--- config.mk ---
export PLATFORM = sky130hd
export DESIGN_NAME = toggle_event_gen_flat
export DESIGN_NICKNAME = d
export VERILOG_FILES = /design/src/rtl/toggle_event_gen_if.sv /design/src/rtl/toggle_event_gen.sv /design/src/flat_wrapper.sv
export SDC_FILE = /design/constraint.sdc
export NUM_CORES = 1
export LEC_CHECK = 0
export ABC_AREA = 1
export ABC_CLOCK_PERIOD_IN_PS = 6220
export CELL_PAD_IN_SITES_DETAIL_PLACEMENT = 1
export CELL_PAD_IN_SITES_GLOBAL_PLACEMENT = 1
export CORE_MARGIN = 4
export CORE_UTILIZATION = 42
export CTS_CLUSTER_DIAMETER = 150
export DETAILED_ROUTE_END_ITERATION = 8
export GPL_TIMING_DRIVEN = 1
export PLACE_DENSITY_LB_ADDON = 0.12
export SETUP_SLACK_MARGIN = 0.02
export SYNTH_ARGS = -nofsm -noshare
export SYNTH_HDL_FRONTEND = slang
export SYNTH_SLANG_ARGS = --single-unit
--- constraint.sdc ---
create_clock -name clock -period 6.22 [get_ports clock]
set_input_delay 0.933 -clock clock [delete_from_list [all_inputs] [get_ports clock]]
set_output_delay 0.933 -clock clock [all_outputs]
set_load 0.005 [all_outputs]
--- src/rtl/toggle_event_gen_if.sv ---
// Bundles the monitored vector, its qualifiers and the coverage outputs
// that travel between the sampled design block and the toggle coverage reporter.
interface toggle_event_gen_if #(
  parameter int WIDTH = 28,
  parameter int CNT_W = $clog2(WIDTH + 1)
);
  logic [WIDTH-1:0] sig;
  logic             sample_en;
  logic             clear;
  logic [WIDTH-1:0] valid;
  logic [WIDTH-1:0] covered;
  logic [CNT_W-1:0] covered_count;
  logic             all_covered;

  modport master (
    output sig, sample_en, clear,
    input  valid, covered, covered_count, all_covered
  );

  modport slave (
    input  sig, sample_en, clear,
    output valid, covered, covered_count, all_covered
  );
endinterface

--- src/rtl/toggle_event_gen.sv ---
// Per-bit toggle detector: a bit becomes covered once it has both risen and
// fallen since the epoch baseline, and is then reported exactly once.
module toggle_event_gen #(
  parameter int WIDTH = 28,
  parameter int CNT_W = $clog2(WIDTH + 1)
) (
  input  logic               clock,
  input  logic               reset,
  toggle_event_gen_if.slave  bus
);

  logic [WIDTH-1:0] r_prev;
  logic             r_base_ok;
  logic [WIDTH-1:0] r_rose;
  logic [WIDTH-1:0] r_fell;
  logic [WIDTH-1:0] r_covered;
  logic [CNT_W-1:0] r_count;
  logic [WIDTH-1:0] r_valid;
  logic             r_all;

  logic [WIDTH-1:0] w_rose_nxt;
  logic [WIDTH-1:0] w_fell_nxt;
  logic [WIDTH-1:0] w_new;
  logic [CNT_W:0]   w_sum;

  function automatic logic [CNT_W:0] popcount(input logic [WIDTH-1:0] v);
    logic [CNT_W:0] s;
    s = '0;
    for (int i = 0; i < WIDTH; i++) begin
      s = s + {{CNT_W{1'b0}}, v[i]};
    end
    return s;
  endfunction

  // A bit can never be counted twice, so the extra sum bit never carries
  // into a value above WIDTH; it only keeps the all-covered compare exact.
  always_comb begin
    w_rose_nxt = r_rose | (bus.sig & ~r_prev);
    w_fell_nxt = r_fell | (~bus.sig & r_prev);
    w_new      = w_rose_nxt & w_fell_nxt & ~r_covered;
    w_sum      = {1'b0, r_count} + popcount(w_new);
  end

  always_ff @(posedge clock or negedge reset) begin
    if (!reset) begin
      r_prev    <= '0;
      r_base_ok <= 1'b0;
      r_rose    <= '0;
      r_fell    <= '0;
      r_covered <= '0;
      r_count   <= '0;
      r_valid   <= '0;
      r_all     <= 1'b0;
    end else if (bus.clear) begin
      // Clear wins over a same-edge sample; the next enabled sample rebaselines.
      r_base_ok <= 1'b0;
      r_rose    <= '0;
      r_fell    <= '0;
      r_covered <= '0;
      r_count   <= '0;
      r_valid   <= '0;
      r_all     <= 1'b0;
    end else if (bus.sample_en) begin
      r_prev <= bus.sig;
      if (!r_base_ok) begin
        r_base_ok <= 1'b1;
        r_valid   <= '0;
      end else begin
        r_rose    <= w_rose_nxt;
        r_fell    <= w_fell_nxt;
        r_valid   <= w_new;
        r_covered <= r_covered | w_new;
        r_count   <= w_sum[CNT_W-1:0];
        r_all     <= (w_sum == (CNT_W + 1)'(WIDTH));
      end
    end else begin
      r_valid <= '0;
    end
  end

  assign bus.valid         = r_valid;
  assign bus.covered       = r_covered;
  assign bus.covered_count = r_count;
  assign bus.all_covered   = r_all;

endmodule
--- src/flat_wrapper.sv ---
// flat-port wrapper written by rule: the top's interface ports become plain ports
module toggle_event_gen_flat 
#(
  parameter int WIDTH = 28,
  parameter int CNT_W = $clog2(WIDTH + 1)
)
  (clock, reset, bus_sig, bus_sample_en, bus_clear, bus_valid, bus_covered, bus_covered_count, bus_all_covered);
  toggle_event_gen_if #(.WIDTH(WIDTH), .CNT_W(CNT_W)) bus_i ();
  input  logic clock;
  input  logic reset;
  input wire logic [$bits(bus_i.sig)-1:0] bus_sig;
  input wire logic [$bits(bus_i.sample_en)-1:0] bus_sample_en;
  input wire logic [$bits(bus_i.clear)-1:0] bus_clear;
  output wire logic [$bits(bus_i.valid)-1:0] bus_valid;
  output wire logic [$bits(bus_i.covered)-1:0] bus_covered;
  output wire logic [$bits(bus_i.covered_count)-1:0] bus_covered_count;
  output wire logic [$bits(bus_i.all_covered)-1:0] bus_all_covered;
  assign bus_i.sig = bus_sig;
  assign bus_i.sample_en = bus_sample_en;
  assign bus_i.clear = bus_clear;
  assign bus_valid = bus_i.valid;
  assign bus_covered = bus_i.covered;
  assign bus_covered_count = bus_i.covered_count;
  assign bus_all_covered = bus_i.all_covered;
  toggle_event_gen #(.WIDTH(WIDTH), .CNT_W(CNT_W)) u_core (.clock(clock), .reset(reset), .bus(bus_i));
endmodule
# After elaboration in Yosys (flattened, before gate mapping)
# Index checks and enable logic that the tools add are counted.
[word_totals]
reg_bits = 147
in_bits = 32
output_inout_bits = 62
word_cells = 72
[classes]
add_sub_neg = 28
eq_ne = 1
n_mux = 20
bitwise_logic = 11
reduce_logical = 4
[op_table]
columns = ["op", "n"]
rows = [
  ["28-bit 2-to-1 mux", 12],
  ["6-bit by 1-bit adder with 6-bit output", 26],
  ["28-bit AND", 4],
  ["28-bit NOT", 3],
  ["28-bit bitwise OR", 3],
  ["5-bit 2-to-1 mux", 3],
  ["5-bit by 6-bit adder with 6-bit output", 1],
  ["6-bit by 5-bit == test with 1-bit output (second input constant)", 1],
  ["1-bit 2-to-1 mux", 5],
  ["2-bit AND reduction", 2],
  ["2-bit nonzero test", 2],
  ["1-bit by 1-bit adder with 2-bit output", 1],
  ["1-bit NOT", 1],
]

# Depth between registers and ports, before layout
# Gate-level depths: netlist of run 1.
[logic_depth]
depth_word = 37
depth_mapped = 26
mapped_depth_nobuf = 26

# Worst setup path after synthesis of run 1
# OpenSTA, ideal clock, no wires.
[synth_timing]
path_kind = "input to register"
from = "input bus_sig[0]"
to = "register u_core.r_all (netlist: u_core.bus.all_covered)"
setup_ps = 65
arrival_ps = 5941
t_required_ps = 6155
slack_ps = 214
path_stages = 24
n_path_buf = 0
path_cell_list = "inv_1 or2_1 nand2_1 nand2_1 or2_1 inv_1 ha_1 fa_1 fa_1 inv_1 fa_1 fa_1 fa_1 fa_1 inv_1 ha_1 inv_1 fa_1 nand2_1 nor2_1 nand3_1 nor2_1 nand2_1 nand2_1"
[synth_between]
elab_chain_cells = 37
elab_cells_between_ends = 39
cone_classes = "add/sub (28); eq/ne (1); mux (3); bitwise (7)"
[synth_lines]
columns = ["element", "line_no", "rtl"]
rows = [
  ["from (decl)", "flat_wrapper.sv:11", "input wire logic [$bits(bus_i.sig)-1:0] bus_sig;"],
  ["28-bit NOT", "toggle_event_gen.sv:39", "w_fell_nxt = r_fell | (~bus.sig & r_prev);"],
  ["28-bit AND", "toggle_event_gen.sv:39", ""],
  ["28-bit bitwise OR", "toggle_event_gen.sv:39", ""],
  ["28-bit AND * (2 in series)", "toggle_event_gen.sv:40", "w_new = w_rose_nxt & w_fell_nxt & ~r_covered;"],
  ["1-bit by 1-bit adder with 2-bit output *", "toggle_event_gen.sv:30", "s = s + {{CNT_W{1'b0}}, v[i]};"],
  ["6-bit by 1-bit adder with 6-bit output * (26 in series)", "toggle_event_gen.sv:30", ""],
  ["5-bit by 6-bit adder with 6-bit output *", "toggle_event_gen.sv:41", "w_sum = {1'b0, r_count} + popcount(w_new);"],
  ["6-bit by 5-bit == test with 1-bit output *", "toggle_event_gen.sv:74", "r_all <= (w_sum == (CNT_W + 1)'(WIDTH));"],
  ["1-bit 2-to-1 mux *", "toggle_event_gen.sv:65", "if (!r_base_ok) begin"],
  ["1-bit 2-to-1 mux *", "toggle_event_gen.sv:63", "end else if (bus.sample_en) begin"],
  ["1-bit 2-to-1 mux *", "toggle_event_gen.sv:54", "end else if (bus.clear) begin"],
  ["to (signal assigned)", "toggle_event_gen.sv:74", ""],
  ["to (decl)", "toggle_event_gen.sv:19", "logic r_all;"],
]
# Every way passes the cells marked *; elsewhere a longest branch is shown, timed or not. The select of a mux whose other input is x is not followed.
# A chain may end at the register's enable or synchronous reset.

# Worst setup path in the final report of run 1
[layout_timing]
from = "input bus_sig[10]"
to = "register u_core.r_all (netlist: u_core.bus.all_covered)"
[layout_between]
elab_chain_cells = 28
elab_cells_between_ends = 30
cone_classes = "add/sub (19); eq/ne (1); mux (3); bitwise (7)"
[layout_lines]
columns = ["element", "line_no"]
rows = [
  ["28-bit NOT", "toggle_event_gen.sv:39"],
  ["28-bit AND", "toggle_event_gen.sv:39"],
  ["28-bit bitwise OR", "toggle_event_gen.sv:39"],
  ["28-bit AND * (2 in series)", "toggle_event_gen.sv:40"],
  ["6-bit by 1-bit adder with 6-bit output * (18 in series)", "toggle_event_gen.sv:30"],
  ["5-bit by 6-bit adder with 6-bit output *", "toggle_event_gen.sv:41"],
  ["6-bit by 5-bit == test with 1-bit output *", "toggle_event_gen.sv:74"],
  ["1-bit 2-to-1 mux *", "toggle_event_gen.sv:65"],
  ["1-bit 2-to-1 mux *", "toggle_event_gen.sv:63"],
  ["1-bit 2-to-1 mux *", "toggle_event_gen.sv:54"],
]
# Marks and branches as above.

==> summary.md, run 1 <==
| Metric | Value |
|---|---|
| Outcome | `finished clean` |
| Least-Margin Pin Slew | `1.16 ns` |
| Hold buffers post-CTS | `0` |
| Clk slew on worst S/H paths | `0.06 ns` |
| Setup violators final | `0` |
| Final period util | `0.962` |
| Design area | `8950 um2` |
| WP depth | `24` |
| Synth warn | `0` |
| Area occupied by multi-input gates | `2700 um2` |
| Final worst clock skew | `0.00957 ns` |
| Critical Path AT | `6.34 ns` |
| Nets | `936` |
| Gr usage total | `0.210` |
| TritonRoute pass-1 iters | `4` |
| R2r startpoint | `u_core.r_prev[0]` |
| Number of CTS-inserted buffers | `17` |
| Vias in the first global route | `6194` |
| Asr flop ratio synth | `1.00` |
| # placed instances | `1060` |
| Worst-path maximum fanout | `2` |
| Root buffer cell | `clkbuf_16` |
| Pins Over Slew Limit | `0` |
| R2R Path End | `u_core.bus.all_covered` |
| Fin crit period | `5.99 ns` |
| Height of the die | `137 um` |
| FF+latch area | `3680 um2` |
| Longest Clk Path Bufs | `2` |
| Vias/cell | `4.94` |
| Gpl congestion | `0.810` |
| Worst-Skew Late Latency | `0.42 ns` |
| Critical path, cell by cell | `clkdlybuf4s50_1, inv_1, or2_2, nand2_1, nand3_2, inv_2, fa_2, fa_1, inv_2, fa_1, fa_1, fa_1, fa_1, inv_1, ha_2, inv_2, fa_2, inv_1, nand3_2, nand3_2, nand3_1, nor2_1, nand2_1, nand2_1` |
| Fill cells | `1792` |
| Pwr Density | `309 nW/um2` |
| IO Port Bufs | `93` |
| Fin. Hold Viols | `0` |
| Synth unique cells | `24` |
| Starting DRT DRC Count | `201` |
| First-pass GRT wire length | `30.7 mm` |
| Setup TNS | `0 ns` |
| Synth Flop Type | `dfrtp_1` |
| DR WL/cell | `16.7 um` |
| Cells on worst reg2reg path | `24` |
| Slew HR | `0.226` |
| Setup ws final | `0.235 ns` |
| Area growth from synthesis to final layout | `28.5%` |
| Max VDD drop | `207 uV` |
| RSZ-0062 raised after global routing | `no` |
| Max Cap Viol | `0` |
| Fmax | `0.167 GHz` |
| Drc violations | `0` |
| Post-synth EDFFs | `0` |
| Dpl ws | `-0.639 ns` |
| Number of synthesized register bits | `147` |
| ANT cells | `0` |
| Most frequent cells in the layout | `147 x dfrtp_1, 137 x nand2_1, 136 x inv_1` |
| Initial antenna violation count | `0` |
| CP Class | `in2reg` |
| Initial Util | `0.434` |
| Worst Setup EP | `u_core.bus.all_covered` |
| Sequential share of the synthesized area | `0.528` |
| # IOs | `94` |
| Hold WC Path Type | `reg2reg` |
| # H-tree levels | `4` |
| Die ar. | `18700 um2` |
| Clock sinks | `147` |
| CTS tree | `built` |
| CP endpoint kind | `flip-flop` |
| Core outline area | `16100 um2` |
| Detailed Place HPWL | `12.1 mm` |
| WP data required | `6.58 ns` |
| Final core occ | `0.558` |
| Post-synth net total | `823` |
| Critical Path Most Common Cell | `fa_1` |
| # rows | `46` |
| Startpoint types | `input port` |
| Post-Route WL | `18.3 mm` |
| Share of cells above drive strength 1 | `0.161` |
| Cells after Synth | `752` |
| Cell family contributing the most delay on the critical path | `adder cells` |
| Synth Area per Inst | `9.26 um2` |
| DP Area | `8210 um2` |
| Die X | `137 um` |
| Most common cell after layout, fill and taps aside | `dfrtp_1` |
| R2r setup slk | `0.50 ns` |
| Pin count of the biggest net entering global routing | `91` |
| Congestion Overflow GR | `0` |
| Post-synthesis cell area | `6970 um2` |
| Leakage power | `4.47 nW` |
| Vias | `5405` |
| CP max stage delay | `0.57 ns` |
| CP Launch Point | `bus_sig[10]` |
| Routed Antenna Nets | `0` |
| CP bufs+invs | `7` |
| Slowest cell on the critical path | `fa_1` |
| Post-Layout Cell Count | `1094` |
-- synth_stat cells (17+ instances only) --
library cell,count,area (um2)
inv_1,150,563
dfrtp_1,147,3680
nand2_1,145,544
nand3_1,54,270
o21ai_0,52,260
o22ai_1,46,288
nor2_1,35,131
or2_2,26,163
fa_1,22,440
ha_1,17,213
-- final cells by class --
cell class / count / share of cell area
Sequential cell: 147 / 0.411
Multi-Input combinational cell: 427 / 0.301
Timing Repair Buffer: 120 / 0.127
Inverter: 152 / 0.0637
Clock buffer: 24 / 0.0560
Tap cell: 216 / 0.0302
Clock inverter: 8 / 0.0110
-- per-stage QoR --
stage	hold slack, ns	power (mW)
5_1_grt	0.553	2.93
2_1_floorplan	0.467	1.46
3_5_place_dp	0.497	1.72
3_3_place_gp	0.480	1.68
4_1_cts	0.512	2.78
6_report	0.508	2.77
-- tightest hold or removal path, stage by stage, from the launching register on --
cell and delay, ns:
dfrtp_1 0.35, nand2_1 0.05, o21ai_0 0.06
-- worst min-delay path by stage --
| stage | startpoint | endpoint | slack [ns] | depth (start not counted) |
|---|---|---|---|---|
| 2_1_floorplan | u_core.r_prev[0] | u_core.r_prev[0] | 0.47 | 2 |
| 3_5_place_dp | u_core.r_prev[12] | u_core.r_prev[12] | 0.50 | 2 |
| 6_report | u_core.r_prev[11] | u_core.r_prev[11] | 0.51 | 2 |
| 5_1_grt | u_core.r_prev[12] | u_core.r_prev[12] | 0.55 | 2 |
| 4_1_cts | u_core.r_prev[11] | u_core.r_prev[11] | 0.51 | 2 |
| 3_3_place_gp | u_core.r_prev[3] | u_core.r_prev[3] | 0.48 | 2 |
-- layer usage --
layer / vias to the layer above / global-route usage / part of all wire
met5: - / 0 / 0
met2: 84 / 0.370 / 0.51
met3: 25 / 0.0441 / 0.035
met4: 0 / 0.0676 / 0.017
li1: 2583 / - / -
met1: 2713 / 0.258 / 0.44
-- sequential cells by signal (all words and copies together), names as in the netlist --
register,flops
u_core.r_base_ok,1
u_core.bus.all_covered,1
u_core.r_prev,28
u_core.bus.covered,28
u_core.bus.covered_count,5
u_core.r_rose,28
u_core.r_fell,28
u_core.bus.valid,28
-- cells by family after synthesis --
group,Yosys count,synth area share
xor+xnor,1,0.00126
compound gates,117,0.105
simple gates,270,0.170
flops,147,0.528
buf+inv,178,0.102
fa+ha+maj,39,0.0937
-- repair_timing --
item / 4_1_cts / 5_1_grt
setup buffers: 1 / 1
setup endpoints to repair: 3 / 3
pin swaps: 9 / 24
gates resized for setup: 2 / 42
-- report_power, final --
part           switching [mW]  leakage, nW  internal, mW
combinational           0.386         2.18         0.297
sequential             0.0359         1.99          1.01
clock                   0.399        0.292         0.643
No activity file was read; power rests on OpenSTA's default activity.
==> run 2, diff against run 1 <==
- ABC_CLOCK_PERIOD_IN_PS: 6220 -> unset
- CORE_UTILIZATION: 42 -> 45
- DONT_BUFFER_PORTS: unset -> 1
==> summary.md, run 2 (synthesized netlist as in run 1, its figures left out) <==
| Metric | Value |
|---|---|
| ANT cells | `0 (unchanged)` |
| Setup TNS | `0 ns (unchanged)` |
| Least-Margin Pin Slew | `1.10 ns (-0.0602 ns)` |
| CTS tree | `built` |
| Pins Over Slew Limit | `0 (unchanged)` |
| Worst Setup EP | `u_core.bus.all_covered` |
| Total power | `2.51 mW (-9.4%)` |
| Clock sinks | `147 (unchanged)` |
| R2r startpoint | `u_core.r_prev[0]` |
| Number of CTS-inserted buffers | `17 (unchanged)` |
| Vias in the first global route | `5219 (-16%)` |
| # rows | `45 (-2.2%)` |
| Fin. Hold Viols | `0 (unchanged)` |
| Gr usage total | `0.193 (-0.0174)` |
| Vias | `4856 (-10%)` |
| Part of the power in registers | `0.418 (+0.041)` |
| Worst-path maximum fanout | `3 (+1)` |
| Clk slew on worst S/H paths | `0.06 ns (about the same)` |
| Postcts setup bufs | `0 (-1)` |
| CP Class | `in2reg` |
| Outcome | `finished clean` |
| Root buffer cell | `clkbuf_16` |
| CP Launch Point | `bus_sig[0]` |
| RSZ-0062 raised after global routing | `no` |
| Post-Layout Cell Count | `946 (-14%)` |
| Critical Path AT | `6.20 ns (-0.14 ns)` |
| Max Cap Viol | `0 (unchanged)` |
| Area growth from synthesis to final layout | `9.43%` |
| Hold buffers post-CTS | `0 (unchanged)` |
| # placed instances | `915 (-14%)` |
| Number of gates resized after CTS | `0 (-2)` |
| Cells on worst reg2reg path | `24 (unchanged)` |
| # H-tree levels | `4 (unchanged)` |
| Most common cell after layout, fill and taps aside | `inv_1` |
| Slew HR | `0.267 (+0.0403)` |
| First-pass GRT wire length | `26.7 mm (-13%)` |
| Longest Clk Path Bufs | `2 (unchanged)` |
| Drc violations | `0 (unchanged)` |
| CP max stage delay | `0.53 ns (-0.04 ns)` |
| R2R Path End | `u_core.bus.all_covered` |
| Core outline area | `15200 um2 (-5.3%)` |
| Max VDD drop | `197 uV (-4.8%)` |
| Detailed Place HPWL | `10.7 mm (-12%)` |
| Cell Int Power | `1.77 mW (-9.4%)` |
| # IOs | `94 (unchanged)` |
| Pwr Density | `329 nW/um2 (+6.4%)` |
| Final period util | `0.940 (-0.0227)` |
| Slowest cell on the critical path | `fa_1` |
| Leakage power | `3.99 nW (-11%)` |
| Critical Path Most Common Cell | `fa_1` |
| Switching share of power | `0.296 (-0.000393)` |
| DR WL/cell | `16.6 um (-0.96%)` |
| Fin crit period | `5.84 ns (-0.141 ns)` |
| Post-Route WL | `15.7 mm (-14%)` |
| R2r setup slk | `0.50 ns (about the same)` |
| Nets | `817 (-13%)` |
| Congestion Overflow GR | `0 (unchanged)` |
| Comb power frac | `0.202 (-0.044)` |
| WP data required | `6.58 ns (about the same)` |
| Final worst clock skew | `0.0139 ns (+0.00431 ns)` |
| Setup violators final | `0 (unchanged)` |
| Die X | `132 um (-3.2%)` |
| Initial Util | `0.458 (+0.0244)` |
| Hold WC Path Type | `in2async` |
| Starting DRT DRC Count | `143 (-29%)` |
| Most frequent cells in the layout | `150 x inv_1, 147 x dfrtp_1, 144 x nand2_1` |
| Routed Antenna Nets | `0 (unchanged)` |
| Fmax | `0.171 GHz (+2.4%)` |
| Height of the die | `132 um (-3.2%)` |
| Vias/cell | `5.13 (+3.9%)` |
| CP endpoint kind | `flip-flop` |
| Clock power share | `0.380 (+0.004)` |
| Pin count of the biggest net entering global routing | `148 (+63%)` |
| Gpl congestion | `0.783 (-3.3%)` |
| Die ar. | `17500 um2 (-6.3%)` |
| Startpoint types | `input port` |
| Initial antenna violation count | `0 (unchanged)` |
| Share of cells above drive strength 1 | `0.0950 (-0.0656)` |
| Sw power | `742 uW (-9.5%)` |
| TritonRoute pass-1 iters | `4 (unchanged)` |
| Fill cells | `1746 (-2.6%)` |
| IO Port Bufs | `0 (-100%)` |
| Worst-Skew Late Latency | `0.43 ns (about the same)` |
-- run 2: worst min path at each step --
stage / from / endpoint / slack (ns) / cells after the start
floorplan: u_core.r_prev[0] / u_core.r_prev[0] / 0.47 / 2
global placement: u_core.r_prev[14] / u_core.r_prev[14] / 0.48 / 2
detailed placement: u_core.r_prev[13] / u_core.r_prev[13] / 0.50 / 2
CTS: reset / u_core.bus.covered[17] / 0.19 / 0
global route: reset / u_core.bus.covered[21] / 0.18 / 0
finish: reset / u_core.r_rose[17] / 0.20 / 0
-- run 2: final cells by class --
cell class	count	area, um2	area share
flip-flops and latches	147	3680	0.483
multi-input cells	427	2580	0.338
inverters	152	571	0.0748
clock buffers	19	443	0.0581
well taps	188	235	0.0309
clock inverters	12	109	0.0143
repair buffers	1	7.51	0.000985
-- run 2: routing by layer --
metal,share of wire,up-vias,track usage,routed length [um]
met5,0,-,0,0
met4,0.019,0,0.0751,303
met3,0.038,19,0.0494,603
met2,0.50,81,0.326,7830
met1,0.44,2410,0.237,6940
li1,-,2346,-,-
-- run 2: critical path, delay by kind of cell --
family | cells | cell delay, ns
fa+ha+maj | 9 | 3.79
buf+inv | 6 | 0.38
simple gates | 10 | 1.09
-- run 2: through the flow --
step	setup slack [ns]	cell area [um2]	hold slack (ns)	util
global route	0.0557	7620	0.181	0.501
global placement	0.0281	7070	0.482	0.465
CTS	0.293	7620	0.185	0.501
floorplan	0.214	6970	0.467	-
detailed placement	-0.168	7070	0.496	0.465
finish	0.376	7620	0.205	0.501
-- run 2: power by group through the flow --
stage	logic, mW	registers (mW)	clock network (mW)
global placement	0.488	1.06	0
floorplan	0.411	1.05	0
global route	0.594	1.05	1.03
finish	0.507	1.05	0.952
CTS	0.527	1.05	0.980
detailed placement	0.526	1.07	0
